[src/rtl/sin_gen_pkg.sv]
// Shared definitions for the sine-sweep controller: state encoding,
// frequency-word width and the default frequency-table depth.
package sin_gen_pkg;

    localparam int FREQ_W        = 8;
    localparam int DEPTH_DEFAULT = 8;

    typedef enum logic [1:0] {
        IDLE = 2'd0,
        RUN  = 2'd1,
        DONE = 2'd2
    } state_t;

endpackage

[src/rtl/sweep_table.sv]
// DEPTH x FREQ_W frequency register file; a write and a read of the same
// address in one cycle return the incoming data (write-first).
module sweep_table
    import sin_gen_pkg::*;
#(
    parameter  int DEPTH = DEPTH_DEFAULT,
    localparam int AW    = $clog2(DEPTH)
) (
    input  logic              clk,
    input  logic              rst,
    input  logic              we,
    input  logic [AW-1:0]     waddr,
    input  logic [FREQ_W-1:0] wdata,
    input  logic [AW-1:0]     raddr,
    output logic [FREQ_W-1:0] rdata
);

    logic [FREQ_W-1:0] mem [DEPTH];

    // NOTE: the table is a small flop array, so it is cleared on reset like any
    // other state; a RAM macro could not be reset this way.
    always_ff @(posedge clk or posedge rst) begin
        if (rst) begin
            for (int i = 0; i < DEPTH; i++) mem[i] <= '0;
        end else if (we) begin
            mem[waddr] <= wdata;
        end
    end

    assign rdata = (we && (waddr == raddr)) ? wdata : mem[raddr];

endmodule

[src/rtl/sin_sweep_ctrl.sv]
// Steps a sine generator through a programmable frequency table, holding each
// entry for a latched dwell time, optionally looping until stopped.
module sin_sweep_ctrl
    import sin_gen_pkg::*;
#(
    parameter  int DEPTH   = DEPTH_DEFAULT,
    parameter  int DWELL_W = 16,
    localparam int AW      = $clog2(DEPTH)
) (
    input  logic               clk,
    input  logic               rst,
    input  logic               start,
    input  logic               stop,
    input  logic               loop,
    input  logic [AW:0]        num_steps,
    input  logic [DWELL_W-1:0] dwell,
    input  logic               cfg_we,
    input  logic [AW-1:0]      cfg_addr,
    input  logic [FREQ_W-1:0]  cfg_data,
    output logic               gen_en,
    output logic [FREQ_W-1:0]  freq_word,
    output logic               busy,
    output logic [AW-1:0]      step_idx,
    output logic               done
);

    localparam logic [AW:0]        MAX_STEPS = (AW+1)'(DEPTH);
    localparam logic [AW:0]        ONE_STEP  = (AW+1)'(1);
    localparam logic [AW-1:0]      ONE_IDX   = AW'(1);
    localparam logic [DWELL_W-1:0] ONE_DWELL = DWELL_W'(1);

    state_t              state;
    logic                loop_q;
    logic [AW:0]         steps_q;
    logic [DWELL_W-1:0]  dwell_last;
    logic [DWELL_W-1:0]  dwell_cnt;
    logic [AW-1:0]       rd_addr;
    logic [FREQ_W-1:0]   rd_data;
    logic                step_end;
    logic                last_step;

    assign step_end  = (dwell_cnt == dwell_last);
    assign last_step = ({1'b0, step_idx} == (steps_q - ONE_STEP));

    // The table is always read at the index that the next load will need.
    // NOTE: every always_comb output gets a default first so no latch is inferred.
    always_comb begin
        rd_addr = '0;
        if (state == RUN && !last_step) rd_addr = step_idx + ONE_IDX;
    end

    sweep_table #(.DEPTH(DEPTH)) u_table (
        .clk   (clk),
        .rst   (rst),
        .we    (cfg_we),
        .waddr (cfg_addr),
        .wdata (cfg_data),
        .raddr (rd_addr),
        .rdata (rd_data)
    );

    // NOTE: sequential state uses non-blocking assignments only, so every
    // register sees the pre-edge values of the others.
    always_ff @(posedge clk or posedge rst) begin
        if (rst) begin
            state      <= IDLE;
            gen_en     <= 1'b0;
            busy       <= 1'b0;
            done       <= 1'b0;
            freq_word  <= '0;
            step_idx   <= '0;
            dwell_cnt  <= '0;
            dwell_last <= '0;
            steps_q    <= '0;
            loop_q     <= 1'b0;
        end else if (stop) begin
            state     <= IDLE;
            gen_en    <= 1'b0;
            busy      <= 1'b0;
            done      <= 1'b0;
            dwell_cnt <= '0;
        end else begin
            case (state)
                IDLE: begin
                    if (start) begin
                        loop_q     <= loop;
                        steps_q    <= (num_steps > MAX_STEPS) ? MAX_STEPS : num_steps;
                        dwell_last <= (dwell == '0) ? '0 : dwell - ONE_DWELL;
                        dwell_cnt  <= '0;
                        step_idx   <= '0;
                        if (num_steps != '0) begin
                            state     <= RUN;
                            gen_en    <= 1'b1;
                            busy      <= 1'b1;
                            freq_word <= rd_data;
                        end else begin
                            state <= DONE;
                            done  <= 1'b1;
                        end
                    end
                end
                RUN: begin
                    if (step_end) begin
                        dwell_cnt <= '0;
                        if (!last_step) begin
                            step_idx  <= step_idx + ONE_IDX;
                            freq_word <= rd_data;
                        end else if (loop_q) begin
                            step_idx  <= '0;
                            freq_word <= rd_data;
                        end else begin
                            state  <= DONE;
                            gen_en <= 1'b0;
                            busy   <= 1'b0;
                            done   <= 1'b1;
                        end
                    end else begin
                        dwell_cnt <= dwell_cnt + ONE_DWELL;
                    end
                end
                DONE: begin
                    state <= IDLE;
                    done  <= 1'b0;
                end
                default: state <= IDLE;
            endcase
        end
    end

endmodule

[config.mk]
export PLATFORM = sky130hd
export DESIGN_NAME = sin_sweep_ctrl
export DESIGN_NICKNAME = d
export VERILOG_FILES = /design/src/rtl/sin_gen_pkg.sv /design/src/rtl/sweep_table.sv /design/src/rtl/sin_sweep_ctrl.sv
export SDC_FILE = /design/constraint.sdc
export NUM_CORES = 1
export LEC_CHECK = 0
export ABC_CLOCK_PERIOD_IN_PS = 8400
export CAP_MARGIN = 10
export CORE_UTILIZATION = 60
export DETAILED_ROUTE_END_ITERATION = 7
export GPL_ROUTABILITY_DRIVEN = 1
export GPL_TIMING_DRIVEN = 1
export PLACE_DENSITY = 0.82
export SLEW_MARGIN = 20
export SYNTH_ARGS = -nofsm -noshare
export SYNTH_HDL_FRONTEND = slang
export SYNTH_SLANG_ARGS = --single-unit
[constraint.sdc]
create_clock -name clk -period 8.4 [get_ports clk]
set_input_delay 1.68 -clock clk [delete_from_list [all_inputs] [get_ports clk]]
set_output_delay 1.68 -clock clk [all_outputs]
set_load 0.03 [all_outputs]
==> out/qor_table.md <==
| Group | Metric | This run |
|---|---|---|
| clock network | Number of buffers inserted for hold repair after clock tree synthesis | 0 |
| place | Final RePlAce weighted congestion | 0.822 |
| status | Outcome | finished clean |
| worst setup path | Worst r2r src | step_idx[0] |
| worst setup path | FF-to-FF setup slack | 4.93 ns |
| die | Overall die area | 10900 um2 |
| layout | Non-filler instance count after layout | 773 |
| timing | Final number of setup-violating endpoints | 0 |
| yosys | Top cells by instance count after synthesis | dfrtp_1 (116), mux2_2 (74), nor2_1 (46) |
| worst setup path | Worst flop-to-flop path endpoint | freq_word[1] |
| yosys | Fraction of post-synthesis cell area in the top cell type by area | 46.2% |
| worst setup path | Longest individual stage delay on the worst path | 0.75 ns |
| yosys | Top area cells in the synthesized netlist | dfrtp_1 (46%), mux2_2 (13%), xnor2_1 (3.5%) |
| worst setup path | Crit path cell chain | buf_4 > clkdlybuf4s50_1 |
| yosys | Portion of the post-synthesis area used by sequential elements | 46.2% |
| grt | Global-route congestion overflow total | 0 |
| clock network | Buffer type at the clock tree root | clkbuf_8 |
| grt | Antenna violations before repair | 0 |
| yosys | Syn_nets | 622 |
| detailed routing | Post-route DRC | 0 |
| layout | Layout cells sized above 1 | 20.3% |
| die | Horizontal extent of the die | 104 um |
| timing | Fmax | 0.274 GHz |
| clock network | Worst-path clk slew | 0.06 ns |
| detailed routing | Final Routed Wirelength | 15300 um |
| yosys | Synthesized flop and latch total | 116 |
| yosys | Leading cell type by number of instances after synthesis | dfrtp_1 |
| worst setup path | Req. time, crit path | 6.72 ns |
| worst setup path | Critical Path Source | step_idx[0] |
| power | Reported leakage power | 3.10 nW |
| clock network | CTS H-Tree Depth | 4 |
| yosys | Count of cell types in the netlist | 59 |
| layout | Net count, final | 668 |
| grt | Maximum number of pins on one net before global-route repair | 78 |
| job | Max capacitance violation total | 0 |
| clock network | Maximum count of clock buffers along a single path | 2 |
| timing | Final worst-path cycle share | 43.4% |
| place | Placed cell count | 741 |
| power | Overall Power | 2.02 mW |
| clock network | Count of cells resized by post-cts repair | 0 |
| yosys | Number of standard cells after synthesis | 581 |
| clock network | Clk sinks | 116 |
| detailed routing | Wire length per cell | 19.8 um |
| clock network | Post-CTS Setup Bufs | 0 |
| yosys | Largest area contributor in the netlist | dfrtp_1 |
| yosys | Top_reg_cell synth | dfrtp_1 |
| die | Effective utilization at floorplan | 63.1% |
| detailed routing | Vias post-DR | 4886 |
| hold path | Kind of path behind the tightest hold check | register to register |
| worst setup path | Maximum fanout along the worst path | 35 |
| yosys | Post-synthesis cell area | 6280 um2 |
| hold path | Hold Path Depth | 2 |
| detailed routing | Number of nets still failing antenna checks after routing | 0 |
| power | Worst IR drop on VDD | 0.125 mV |
| timing | Number of max-slew violations in the final report | 0 |
| layout | Area added between synthesis and finish | 18.6% |
| timing | Worst-Margin Slew | 1.06 ns |
| yosys | Asr flop ratio synth | 100% |
| clock network | CTS tree | yes |
| die | I/O pin count | 51 |
| worst setup path | Worst setup path endpoint | step_idx[0] |
| grt | Wire length of the first global-routing pass | 25100 um |
| timing | Unrepaired setup endpoints after global routing | false |
| layout | Antenna cells | 0 |
| grt | Vias in the first global route | 4897 |
| worst setup path | Crit. End Element | output port |
| worst setup path | Startpoint Class | register |
| timing | Endpoints failing hold | 0 |
| yosys | Total number of yosys warnings | 0 |
| yosys | Synth Area per Inst | 10.8 um2 |
| detailed routing | Number of DRC markers in iteration 0 | 426 |
| clock network | Clk Latency, worst-skew pair | 0.52 ns |
| timing | Post-route clock skew | 0.00611 ns |
| timing | Worst rel slew slack | 28.5% |
| die | Num rows | 36 |
| timing | Setup TNS | 0 ns |
| timing | Final min period | 3.65 ns |
| yosys | Number of enable-type register cells in the synthesized netlist | 0 |
| die | Die height | 104 um |
| detailed routing | Number of detailed-route iterations in the first pass | 5 |
| power | P per Cell Area | 270 nW/um2 |
| place | Post-detailed-placement half-perimeter wirelength | 9540 um |
| grt | Global-route usage over all layers | 29.7% |
| worst setup path | Crit path DAT | 1.97 ns |
| clock network | CTS Buf Count | 17 |
| worst setup path | Cell with the largest stage delay on the worst path | clkdlybuf4s50_1 |
| worst setup path | Category of the most critical setup path | register to output port |
| die | CORE AREA | 9950 um2 |
| worst setup path | Logic depth of the worst register-to-register path | 8 |
| place | Number of port buffers | 50 |
| detailed routing | Vias per cell | 6.32 |
## cell type report
type,instances,area [um2]
Multi-Input combinational cell,422,3190
Sequential cell,116,2900
Fill cell,672,2500
Timing Repair Buffer,57,553
Clock buffer,18,428
Tap cell,133,166
Clock inverter,14,161
Inverter,13,51.3
## worst min-delay path by stage
stage | slack, ns | endpoint | start
after detailed placement | 0.47 | u_table.mem[8] | u_table.mem[8]
after floorplan | 0.44 | u_table.mem[0] | u_table.mem[0]
after CTS | 0.49 | u_table.mem[8] | u_table.mem[8]
final | 0.49 | u_table.mem[8] | u_table.mem[8]
after global routing | 0.51 | u_table.mem[4] | u_table.mem[4]
after global placement | 0.45 | u_table.mem[0] | u_table.mem[0]
## registers in the layout (all words and copies together) (netlist names)
name and flops:
dwell_last 16, u_table.mem 64, loop_q 1, busy 1, done 1, dwell_cnt 16
step_idx 3, freq_word 8, state 2, steps_q 4
## per-stage QoR
stage | util (%) | worst slack [ns] | cell area [um2] | hold WS (ns)
final | 74.9 | 4.75 | 7450 | 0.487
after global routing | 74.9 | 4.68 | 7450 | 0.511
after CTS | 74.9 | 4.74 | 7450 | 0.487
after detailed placement | 68.9 | 4.48 | 6860 | 0.474
after global placement | 68.9 | 4.61 | 6860 | 0.454
after floorplan | - | 3.65 | 6280 | 0.442
## layout by cell type, fill, tap and decap left out, types with 6 or more instances in the layout
cell type	Yosys	layout
dfrtp_1	116	116
o211ai_2	7	7
buf_4	2	7
nand2_1	36	36
mux2_2	74	74
nand3_1	10	10
o22a_1	7	7
o21ai_0	33	33
mux2i_1	12	12
nor2b_1	12	12
nor4_1	6	6
o31a_1	8	8
clkdlybuf4s50_1	0	50
a211o_1	8	8
or4bb_1	7	7
xor2_1	19	19
o2111ai_1	7	7
nor2_1	46	46
nor3_1	21	21
nand4_1	8	8
a211oi_1	9	9
clkbuf_16	0	16
xnor2_1	25	25
nand2b_1	7	7
o22ai_1	9	9
inv_1	13	12
## routing by layer
layer	vias up	GRT usage, %	wire length [um]
met5	-	0	0
met4	0	11.0	386
met3	41	7.21	1160
met2	225	47.4	7290
met1	2398	39.2	6450
li1	2222	-	-
## logic make-up after synthesis
group | after synthesis | synth area share, %
simple gates | 176 | 15.3
flops | 116 | 46.2
compound gates | 111 | 13.0
mux | 86 | 15.2
xor+xnor | 45 | 6.51
buf+inv | 43 | 3.01
fa+ha+maj | 4 | 0.797
## worst max-delay path: cells and delay by family, from the launching register on
family	cells	cell delay, ns
buffers and inverters	2	1.13
DFF	1	0.32
## power by group
part | internal (mW) | switching [mW] | total (mW)
Combinational | 0.251 | 0.298 | 0.549
Clock | 0.456 | 0.261 | 0.718
Sequential | 0.668 | 0.0807 | 0.749
(Power assumes the default switching activity.)
==> patch, RTL diff (same flow settings) <==
`DWELL_W`: 16 -> 24.
--- a/src/rtl/sin_sweep_ctrl.sv
+++ b/src/rtl/sin_sweep_ctrl.sv
@@ -4,7 +4,7 @@
     import sin_gen_pkg::*;
 #(
     parameter  int DEPTH   = DEPTH_DEFAULT,
-    parameter  int DWELL_W = 16,
+    parameter  int DWELL_W = 24,
     localparam int AW      = $clog2(DEPTH)
 ) (
     input  logic               clk,
Interface: changed (resized dwell); port bits go from 51 to 59. No check against the original RTL was run, so the function may have changed too.
==> patch against the original RTL <==
Routed wire length rose by 15%; design area rose by 11%; largest cell class unchanged; synthesized area up 10%; count of clock-buffer cells in the layout did not move; sequential cell count grew 16; total power rose by 7.7%; largest power group unchanged; clock skew is essentially flat; setup slack got worse by 0.63 ns.
==> patch: results <==
INSERT INTO impl_metrics (metric_group, metric, value, unit) VALUES
('run_status', 'outcome', 'completed', ''),
('power_and_ir_drop', 'power_report.internal_total', '1490', 'uW'),
('global_route', 'grt_pass1_wl', '28.1', 'mm'),
('routing', 'post_detailed_route_wirelength_per_cell', '19.2', 'um'),
('routing', 'via_count', '5648', ''),
('placement', 'globalplace.congestion', '0.898', ''),
('final_layout', 'num-nets-final', '809', ''),
('setup_path', 'cp_slowest_stage_delay', '0.54', 'ns'),
('final_layout', 'post_route_cells_drive_above_1_share', '0.132', ''),
('synthesis', 'synth.avg_cell_area', '9.88', 'um2'),
('clocking', 'root_driver', 'sky130_fd_sc_hd__clkbuf_16', ''),
('worst_hold_path', 'hold_start', 'u_table.mem[36]$_DFFE_PP0P_', ''),
('power_and_ir_drop', 'power.share.clock', '0.366', ''),
('routing', 'detailroute.wirelength.met3', '1.36', 'mm'),
('placement', 'post_dp_cell_area', '0.00762', 'mm2'),
('setup_path', 'timing.critical_path.fanout_max', '19', ''),
('clocking', 'worst_skew_pair_latency', '0.42', 'ns'),
('setup_path', 'crit_path_leading_delay_family', 'simple AND/OR/NAND/NOR gates', ''),
('synthesis', 'synth_cell_types', '62', ''),
('power_and_ir_drop', 'combinationalPower', '512', 'uW'),
('sta', 'worst_pin_slew', '1.09', 'ns'),
('setup_path', 'timing.critical_path.from', 'dwell[0]', ''),
('power_and_ir_drop', 'static_leakage', '0.00353', 'uW'),
('sta', 'worst_clock_skew', '0.00600', 'ns'),
('global_route', 'track_usage', '0.319', '');
-- patch: logic make-up (layout without fill, tap and decap cells) --
kind of cell / count (synthesis) / in the layout / synth area share
flops: 132 / 132 / 0.477
fa+ha+maj: 4 / 4 / 0.00722
compound gates: 137 / 137 / 0.129
simple gates: 260 / 260 / 0.187
xor+xnor: 66 / 66 / 0.0854
buf+inv: 50 / 122 / 0.0312
mux: 52 / 52 / 0.0831
-- patch: cell type report --
| class | count | area [um2] |
|---|---|---|
| Multi-Input combinational cell | 519 | 3410 |
| Sequential cell | 132 | 3300 |
| Fill cell | 751 | 2770 |
| Timing Repair Buffer | 65 | 633 |
| Clock buffer | 18 | 439 |
| Clock inverter | 14 | 199 |
| Tap cell | 140 | 175 |
| Inverter | 25 | 96.3 |
-- patch: per-layer routing --
metal | vias to the layer above | track usage
met4 | 0 | 0.0838
li1 | 2600 | -
met1 | 2774 | 0.445
met3 | 34 | 0.101
met2 | 240 | 0.482
met5 | - | 0
